`src/rtl/psum_drain.sv`:
```
// Drains skewed per-column partial sums from a systolic array into aligned,
// width-converted rows, one drain job of ROWS rows per start pulse.
//
// state   | meaning
// --------+----------------------------------------------------------
// IDLE    | waiting for start; inputs ignored, FIFOs hold their state
// COLLECT | columns write their FIFOs; aligned rows pop when all ready
// DONE    | one-cycle job-complete pulse, then back to IDLE
module psum_drain #(
  parameter int N         = 4,
  parameter int WIDTH_IN  = 32,
  parameter int WIDTH_OUT = 16,
  parameter int SIGNED    = 0,
  parameter int DEPTH     = 4,
  parameter int ROWS      = 4
) (
  input  logic                   clk,
  input  logic                   rst,
  input  logic                   start,
  input  logic [N-1:0]           in_valid,
  input  logic [N*WIDTH_IN-1:0]  in_data,
  output logic                   out_valid,
  input  logic                   out_ready,
  output logic [N*WIDTH_OUT-1:0] out_data,
  output logic                   busy,
  output logic                   done,
  output logic                   overflow
);

  localparam int AW = $clog2(DEPTH);
  localparam int RW = (ROWS > 1) ? $clog2(ROWS) : 1;

  typedef enum logic [1:0] {
    IDLE    = 2'd0,
    COLLECT = 2'd1,
    DONE    = 2'd2
  } state_t;

  state_t        state;
  state_t        state_next;
  logic [RW-1:0] row_cnt;
  logic [N-1:0]  empty;
  logic [N-1:0]  full;
  logic [N-1:0]  drop;
  logic          collect;
  logic          flush;
  logic          pop;
  logic          last_row;

  assign collect   = (state == COLLECT);
  assign flush     = (state == IDLE) && start;
  assign out_valid = collect && (&(~empty));
  assign pop       = out_valid && out_ready;
  assign last_row  = (row_cnt == RW'(ROWS - 1));

  always_ff @(posedge clk) begin
    if (rst) state <= IDLE;
    else     state <= state_next;
  end

  always_comb begin
    state_next = state;
    busy       = 1'b0;
    done       = 1'b0;
    case (state)
      IDLE: begin
        if (start) state_next = COLLECT;
      end
      COLLECT: begin
        busy = 1'b1;
        if (pop && last_row) state_next = DONE;
      end
      DONE: begin
        done       = 1'b1;
        state_next = IDLE;
      end
      default: state_next = IDLE;
    endcase
  end

  always_ff @(posedge clk) begin
    if (rst || flush)  row_cnt <= '0;
    else if (pop)      row_cnt <= last_row ? '0 : row_cnt + RW'(1);
  end

  always_ff @(posedge clk) begin
    if (rst || flush) overflow <= 1'b0;
    else if (|drop)   overflow <= 1'b1;
  end

  for (genvar c = 0; c < N; c++) begin : g_col
    logic [WIDTH_IN-1:0]  mem [DEPTH];
    logic [AW:0]          wr_ptr;
    logic [AW:0]          rd_ptr;
    logic [WIDTH_IN-1:0]  head;
    logic [WIDTH_OUT-1:0] conv;
    logic                 wr_en;

    assign empty[c] = (wr_ptr == rd_ptr);
    assign full[c]  = (wr_ptr[AW] != rd_ptr[AW]) && (wr_ptr[AW-1:0] == rd_ptr[AW-1:0]);
    // A full column may still accept a write in a cycle that pops its head.
    assign wr_en    = collect && in_valid[c] && (!full[c] || pop);
    assign drop[c]  = collect && in_valid[c] && full[c] && !pop;
    assign head     = mem[rd_ptr[AW-1:0]];

    always_ff @(posedge clk) begin
      if (rst || flush) begin
        wr_ptr <= '0;
        rd_ptr <= '0;
      end else begin
        if (wr_en) wr_ptr <= wr_ptr + (AW+1)'(1);
        if (pop)   rd_ptr <= rd_ptr + (AW+1)'(1);
      end
    end

    always_ff @(posedge clk) begin
      if (wr_en) mem[wr_ptr[AW-1:0]] <= in_data[c*WIDTH_IN +: WIDTH_IN];
    end

    if (WIDTH_OUT < WIDTH_IN) begin : g_narrow
      if (SIGNED != 0) begin : g_sat_s
        localparam logic [WIDTH_OUT-1:0] SMAX = {1'b0, {(WIDTH_OUT-1){1'b1}}};
        localparam logic [WIDTH_OUT-1:0] SMIN = {1'b1, {(WIDTH_OUT-1){1'b0}}};
        logic [WIDTH_IN-WIDTH_OUT:0] top;
        // In range only when every bit above the output sign bit matches it.
        assign top  = head[WIDTH_IN-1:WIDTH_OUT-1];
        assign conv = ((top == '0) || (&top)) ? head[WIDTH_OUT-1:0]
                    : (head[WIDTH_IN-1] ? SMIN : SMAX);
      end else begin : g_sat_u
        assign conv = (|head[WIDTH_IN-1:WIDTH_OUT]) ? '1 : head[WIDTH_OUT-1:0];
      end
    end else begin : g_wide
      if (SIGNED != 0) begin : g_ext_s
        assign conv = WIDTH_OUT'($signed(head));
      end else begin : g_ext_u
        assign conv = WIDTH_OUT'(head);
      end
    end

    assign out_data[c*WIDTH_OUT +: WIDTH_OUT] = conv;
  end

endmodule
```
`config.mk`:
```
export PLATFORM = sky130hd
export DESIGN_NAME = psum_drain
export DESIGN_NICKNAME = d
export VERILOG_FILES = /design/src/rtl/psum_drain.sv
export SDC_FILE = /design/constraint.sdc
export NUM_CORES = 1
export LEC_CHECK = 0
export ABC_AREA = 1
export ABC_CLOCK_PERIOD_IN_PS = 9200
export BUFFER_PORTS_ARGS = -buffer_cell sky130_fd_sc_hd__buf_2
export CAP_MARGIN = 15
export CORE_UTILIZATION = 55
export CTS_BUF_LIST = sky130_fd_sc_hd__clkbuf_4 sky130_fd_sc_hd__clkbuf_8
export CTS_CLUSTER_SIZE = 28
export DETAILED_ROUTE_END_ITERATION = 8
export GPL_TIMING_DRIVEN = 0
export MAX_ROUTING_LAYER = met4
export PLACE_DENSITY_LB_ADDON = 0.05
export SLEW_MARGIN = 20
export SYNTH_ARGS = -nofsm -noshare
export SYNTH_HDL_FRONTEND = slang
export SYNTH_SLANG_ARGS = --single-unit
```
`constraint.sdc`:
```
create_clock -name clk -period 9.2 [get_ports clk]
set_input_delay 1.84 -clock clk [delete_from_list [all_inputs] [get_ports clk]]
set_output_delay 1.84 -clock clk [all_outputs]
set_load 0.05 [all_outputs]
```
# [After elaboration in Yosys (flattened, before gate mapping)]
# Memory sizes are Yosys's and may differ from the RTL's. A register that Yosys moved wholly into a read port is not among the register bits.
# Index checks and enable logic that the tools add are counted.
[word_totals] ram_bits=512 in_bits=136 regBits=29 out_inout_bits=68 elab_cells=110 mem_count=4
[mem_list] name="g_col[0].mem" words=4 word_bits=32 rd=1 rd_ports_with_merged_regs=1 write_ports=1 line_no="92" source="logic [WIDTH_IN-1:0] mem [DEPTH];"
[mem_list] name="g_col[1].mem" words=4 word_bits=32 rd=1 rd_ports_with_merged_regs=1 write_ports=1 line_no="92"
[mem_list] name="g_col[2].mem" words=4 word_bits=32 rd=1 rd_ports_with_merged_regs=1 write_ports=1 line_no="92"
[mem_list] name="g_col[3].mem" words=4 word_bits=32 rd=1 rd_ports_with_merged_regs=1 write_ports=1 line_no="92"
[classes] addsub=9 n_mux=26 reduce_logical=42 n_bitwise=1 eq_ne=17
[op_table] operator="$mux W16" n=4
[op_table] operator="$reduce_or A16 Y1" n=4
[op_table] operator="$add A3 B1 Y3 const B" n=8
[op_table] operator="$logic_and A1 B1 Y1" n=24
[op_table] operator="$mux W2" n=11
[op_table] operator="$eq A3 B3 Y1" n=4
[op_table] operator="$mux W1" n=10
[op_table] operator="$eq A2 B2 Y1" n=4
[op_table] operator="$logic_not A1 Y1" n=5
[op_table] operator="$logic_or A1 B1 Y1" n=5
[op_table] operator="$eq A2 B2 Y1 const B" n=2
[op_table] operator="$ne A1 B1 Y1" n=4
[op_table] operator="$not A4 Y4" n=1
[op_table] operator="$pmux W2 S2" n=1
[op_table] operator="$reduce_and A4 Y1" n=1
[op_table] operator="$reduce_or A4 Y1" n=1
[op_table] operator="$add A2 B1 Y2 const B" n=1
[op_table] operator="$eq A2 B1 Y1 const B" n=1
[op_table] operator="$logic_not A2 Y1" n=1
[op_table] operator="$ne A2 B1 Y1 const B" n=1
[op_table] operator="$ne A2 B2 Y1 const B" n=1
[op_table] operator="$reduce_and A2 Y1" n=1

# [Depth between registers and ports, before layout]
[logic_depth] word_depth=9 ltp_mapped=12 ltp_nobuf=11

# [Worst setup path after synthesis]
# No wires, ideal clock.
[synth_path] path_type="input port to flip-flop" start="input port in_valid[3]" end="memory g_col[3].mem[0][0], enable pin" n_path_buf=0 arrival_ns=3.665 setup_time_ns=0.421 required_time_ns=8.779 path_stages=4 setup_slack_ns=5.114 cell_sequence="inv_1 > nor2_1 > nand2_4 > nor2_1"
[synth_via] elab_chain_len=4
[synth_rtl] element="from (decl)" line_no="20" source="input logic [N-1:0] in_valid,"
[synth_rtl] element="$logic_and A1 B1 Y1 (2 in series)" line_no="102" source="assign wr_en = collect && in_valid[c] && (!full[c] || pop);"
[synth_rtl] element="$mux W1" line_no="117" source="if (wr_en) mem[wr_ptr[AW-1:0]] <= in_data[c*WIDTH_IN +: WIDTH_IN];"
[synth_rtl] element="$mux W1 (not written as such)" line_no="117"
[synth_rtl] element="to (decl)" line_no="92"
# Every way passes these cells.

==> flow_summary.yaml <==
cts:
  post_cts_resize_count: 0
  cts_buffers: 86
  tritoncts: "done"
  clockRootBuffer: "clkbuf_8"
  clk_latency_ns: 0.64
  clk_pin_slew_ns: 0.06
  post-cts-setup-buffers: 0
  cts_buffer_depth: 3
  hold_buffers: 0
  htreeDepth: 3
  clock-sinks: 549
global_routing:
  track_usage_pct: 23.42
  antenna_found_initial: 5
  use_met2_pct: 36.49
  grt_pass1_wl_mm: 65.38
  grt_most_used_layer: "met2"
  grt_pass1_vias: 12020
  use_met3_pct: 5.310
  grt_util_met1_pct: 30.25
  globalRoute.totalOverflow: 0
  grt_start_max_net_pins: 25
run:
  cap_violations: 0
die:
  initial_utilization_pct: 55.94
  io_pins: 204
  row_count: 70
  die_h_microns: 195.0
  die_w_microns: 195.0
  fp.coreArea_sq_um: 36610
  dieArea_sq_um: 38010
power_and_ir_drop:
  peakVddDrop_v: 0.0001445
  power_mw: 4.795
  sw_frac_of_total_pct: 20.55
  switching_power_uw: 985.5
  combPwrFrac_pct: 2.4
  p_per_area_nw_per_um2: 198.0
  pwr-share-clk_pct: 39.9
  seqPwrFrac_pct: 57.7
  internal_power_mw: 3.809
  p_leak_nw: 8.120
critical_path:
  start_kind: "register"
  worstPathArrival_ns: 2.78
  cp_num_buf_inv: 2
  cpPeakStageDelay_ns: 0.62
  critical_path.max_fanout: 10
  crit_path_cell_trace: "nor4_1 > nand3_1 > o211ai_1 > buf_6 > nand3b_1 > buf_2"
  cp_top_family: "simple AND/OR/NAND/NOR gates"
  end_kind: "primary output"
  crit_slowest_cell: "o211ai_1"
  cp.required_ns: 7.36
  critPathLaunch: "g_col[0].mem[3][25]"
  crit_type: "register to primary output"
  reg2reg_from: "g_col[3].wr_ptr[0]"
sta:
  tns_ns: 0
  tightest_slew_ns: 0.7175
  min_period_ns: 4.624
  fin_crit_sh_pct: 50.26
  finalHoldViolCount: 0
  finalSetupViolations: 0
  fin_skew_ns: 0.02842
  whs_ns: 0.4624
  slew_headroom_pct: 51.95
  rsz0062_at_grt: "no"
  max_freq_mhz: 216.3
  slew_viol_final: 0
final_layout:
  fin_cells: 2209
  final_nets: 1830
  final_cell_mix: "edfxtp_1, nor2_1, buf_2"
  syn2layout_area_growth_pct: 18.25
  layout-drive-gt1-share_pct: 23.60
  layout_commonest_cell: "edfxtp_1"
logic_synthesis:
  avgSynthCellArea_sq_um: 14.99
  ys_seq_area_share_pct: 78.69
  syn-instance-count: 1366
  mappedNetlistArea_sq_um: 20480
  synth_nets: 1523
  yosysWarnings: 0
  synth-seq-cells: 549
  synth_cell_type_count: 34
detailed_routing:
  drcViolationCount: 0
  dr_total_vias: 12040
  drtAntennaViolNets: 0
  firstDrtPassIters: 5
  drtIter0Drc: 662
  wl_per_cell_microns: 19.05
  wl_mm: 42.09
  vias_per_cell: 5.448
worst_hold_path:
  min_from: "overflow"
  hold_path_class: "register to register"
place:
  io_buffers: 203
  placed_cells: 2053
  hpwl_mm: 27.51
  gp_congestion: 0.7933
run_status:
  run_status: "completed"
## registers in the layout, indices dropped and copies added (netlist names), named ones only
name and flops:
g_col.wr_ptr 12, state 2, row_cnt 2, g_col.mem 512, overflow 1, g_col.rd_ptr 12
## logic make-up after synthesis
logic type	count (synthesis)	synth area share [%]
AO/OA/AOI/OAI	174	5.578
XOR/XNOR	7	0.2994
adder cells (fa/ha/maj)	21	1.283
buffers and inverters	108	2.267
flip-flops	549	78.69
AND/OR/NAND/NOR	507	11.88
## metrics by stage
step	cell area, sq um	util [%]	setup WS (ns)
6_report	24220	66.14	4.576
5_1_grt	24210	66.12	4.318
4_1_cts	24200	66.09	4.407
3_5_place_dp	22610	61.75	5.144
3_3_place_gp	22080	60.31	3.938
2_1_floorplan	20480	-	5.114
## worst reg2reg max path, cell delays in order, from the launching register on
cell,delay (ns)
dfxtp_1,0.42
inv_2,0.09
nand2_1,0.07
nand2_1,0.06
nand3_1,0.10
nand2_1,0.10
nor2_2,0.11
nand3_2,0.10
nand2_1,0.14
nand2_1,0.29
nor2_4,0.57
buf_16,0.23
## synthesized netlist by cell type
master / number / share of area [%]
edfxtp_1: 512 / 75
nor2_1: 245 / 4.5
nand2_1: 83 / 1.5
o21ai_0: 69 / 1.7
nand3b_1: 64 / 2.3
o32ai_1: 64 / 2.7
inv_1: 45 / 0.82
nor4_1: 40 / 1.2
clkbuf_1: 38 / 0.70
dfxtp_1: 37 / 3.6
a21oi_1: 33 / 0.81
nand3_1: 22 / 0.54
ha_1: 21 / 1.3
nor3_1: 21 / 0.51
nand4_1: 14 / 0.43
inv_2: 8 / 0.15
buf_2: 6 / 0.15
buf_4: 5 / 0.18
xor2_1: 5 / 0.21
buf_6: 4 / 0.22
nand2_4: 4 / 0.22
nand3b_2: 4 / 0.22
or2_2: 4 / 0.12
o211ai_2: 3 / 0.18
nand3_2: 2 / 0.098
nor2_2: 2 / 0.061
nor3_2: 2 / 0.098
o21ai_1: 2 / 0.049
xnor2_1: 2 / 0.086
a22oi_1: 1 / 0.037
clkinv_1: 1 / 0.018
inv_4: 1 / 0.031
o211ai_1: 1 / 0.037
o21ai_2: 1 / 0.043
## final cells by class
cell class / count / area (sq um)
tap: 468 / 585.6
antenna: 8 / 20.02
clock buffer: 104 / 1325
buffer: 53 / 255.2
fill: 2677 / 12390
clock inverter: 44 / 265.3
multi-input combinational: 709 / 4019
timing repair buffer: 219 / 1421
sequential: 549 / 16120
inverter: 55 / 209.0
## routing by layer
metal | vias up | wire (microns)
met1 | 5831 | 18150
met2 | 357 | 20240
met5 | - | 0
li1 | 5764 | -
met3 | 83 | 2658
met4 | 0 | 1035
## power by group through the flow
| stage | clock network [mW] | logic [mW] | registers [mW] |
|---|---|---|---|
| finish | 1.91 | 0.116 | 2.77 |
| global route | 2.07 | 0.127 | 2.77 |
| CTS | 1.96 | 0.117 | 2.77 |
| detailed placement | 0 | 0.117 | 2.82 |
| global placement | 0 | 0.104 | 2.82 |
| floorplan | 0 | 0.0391 | 2.82 |
## path summary, 6_finish.rpt
check	slack (ns)	depth (start not counted)	end
hold reg to reg	0.46	2	overflow
setup / recovery	4.58	6	out_data[12]
setup reg to reg	6.59	11	g_col[0].mem[1][4]
hold / removal	0.46	2	overflow
No activity file was read; power rests on OpenSTA's default activity.
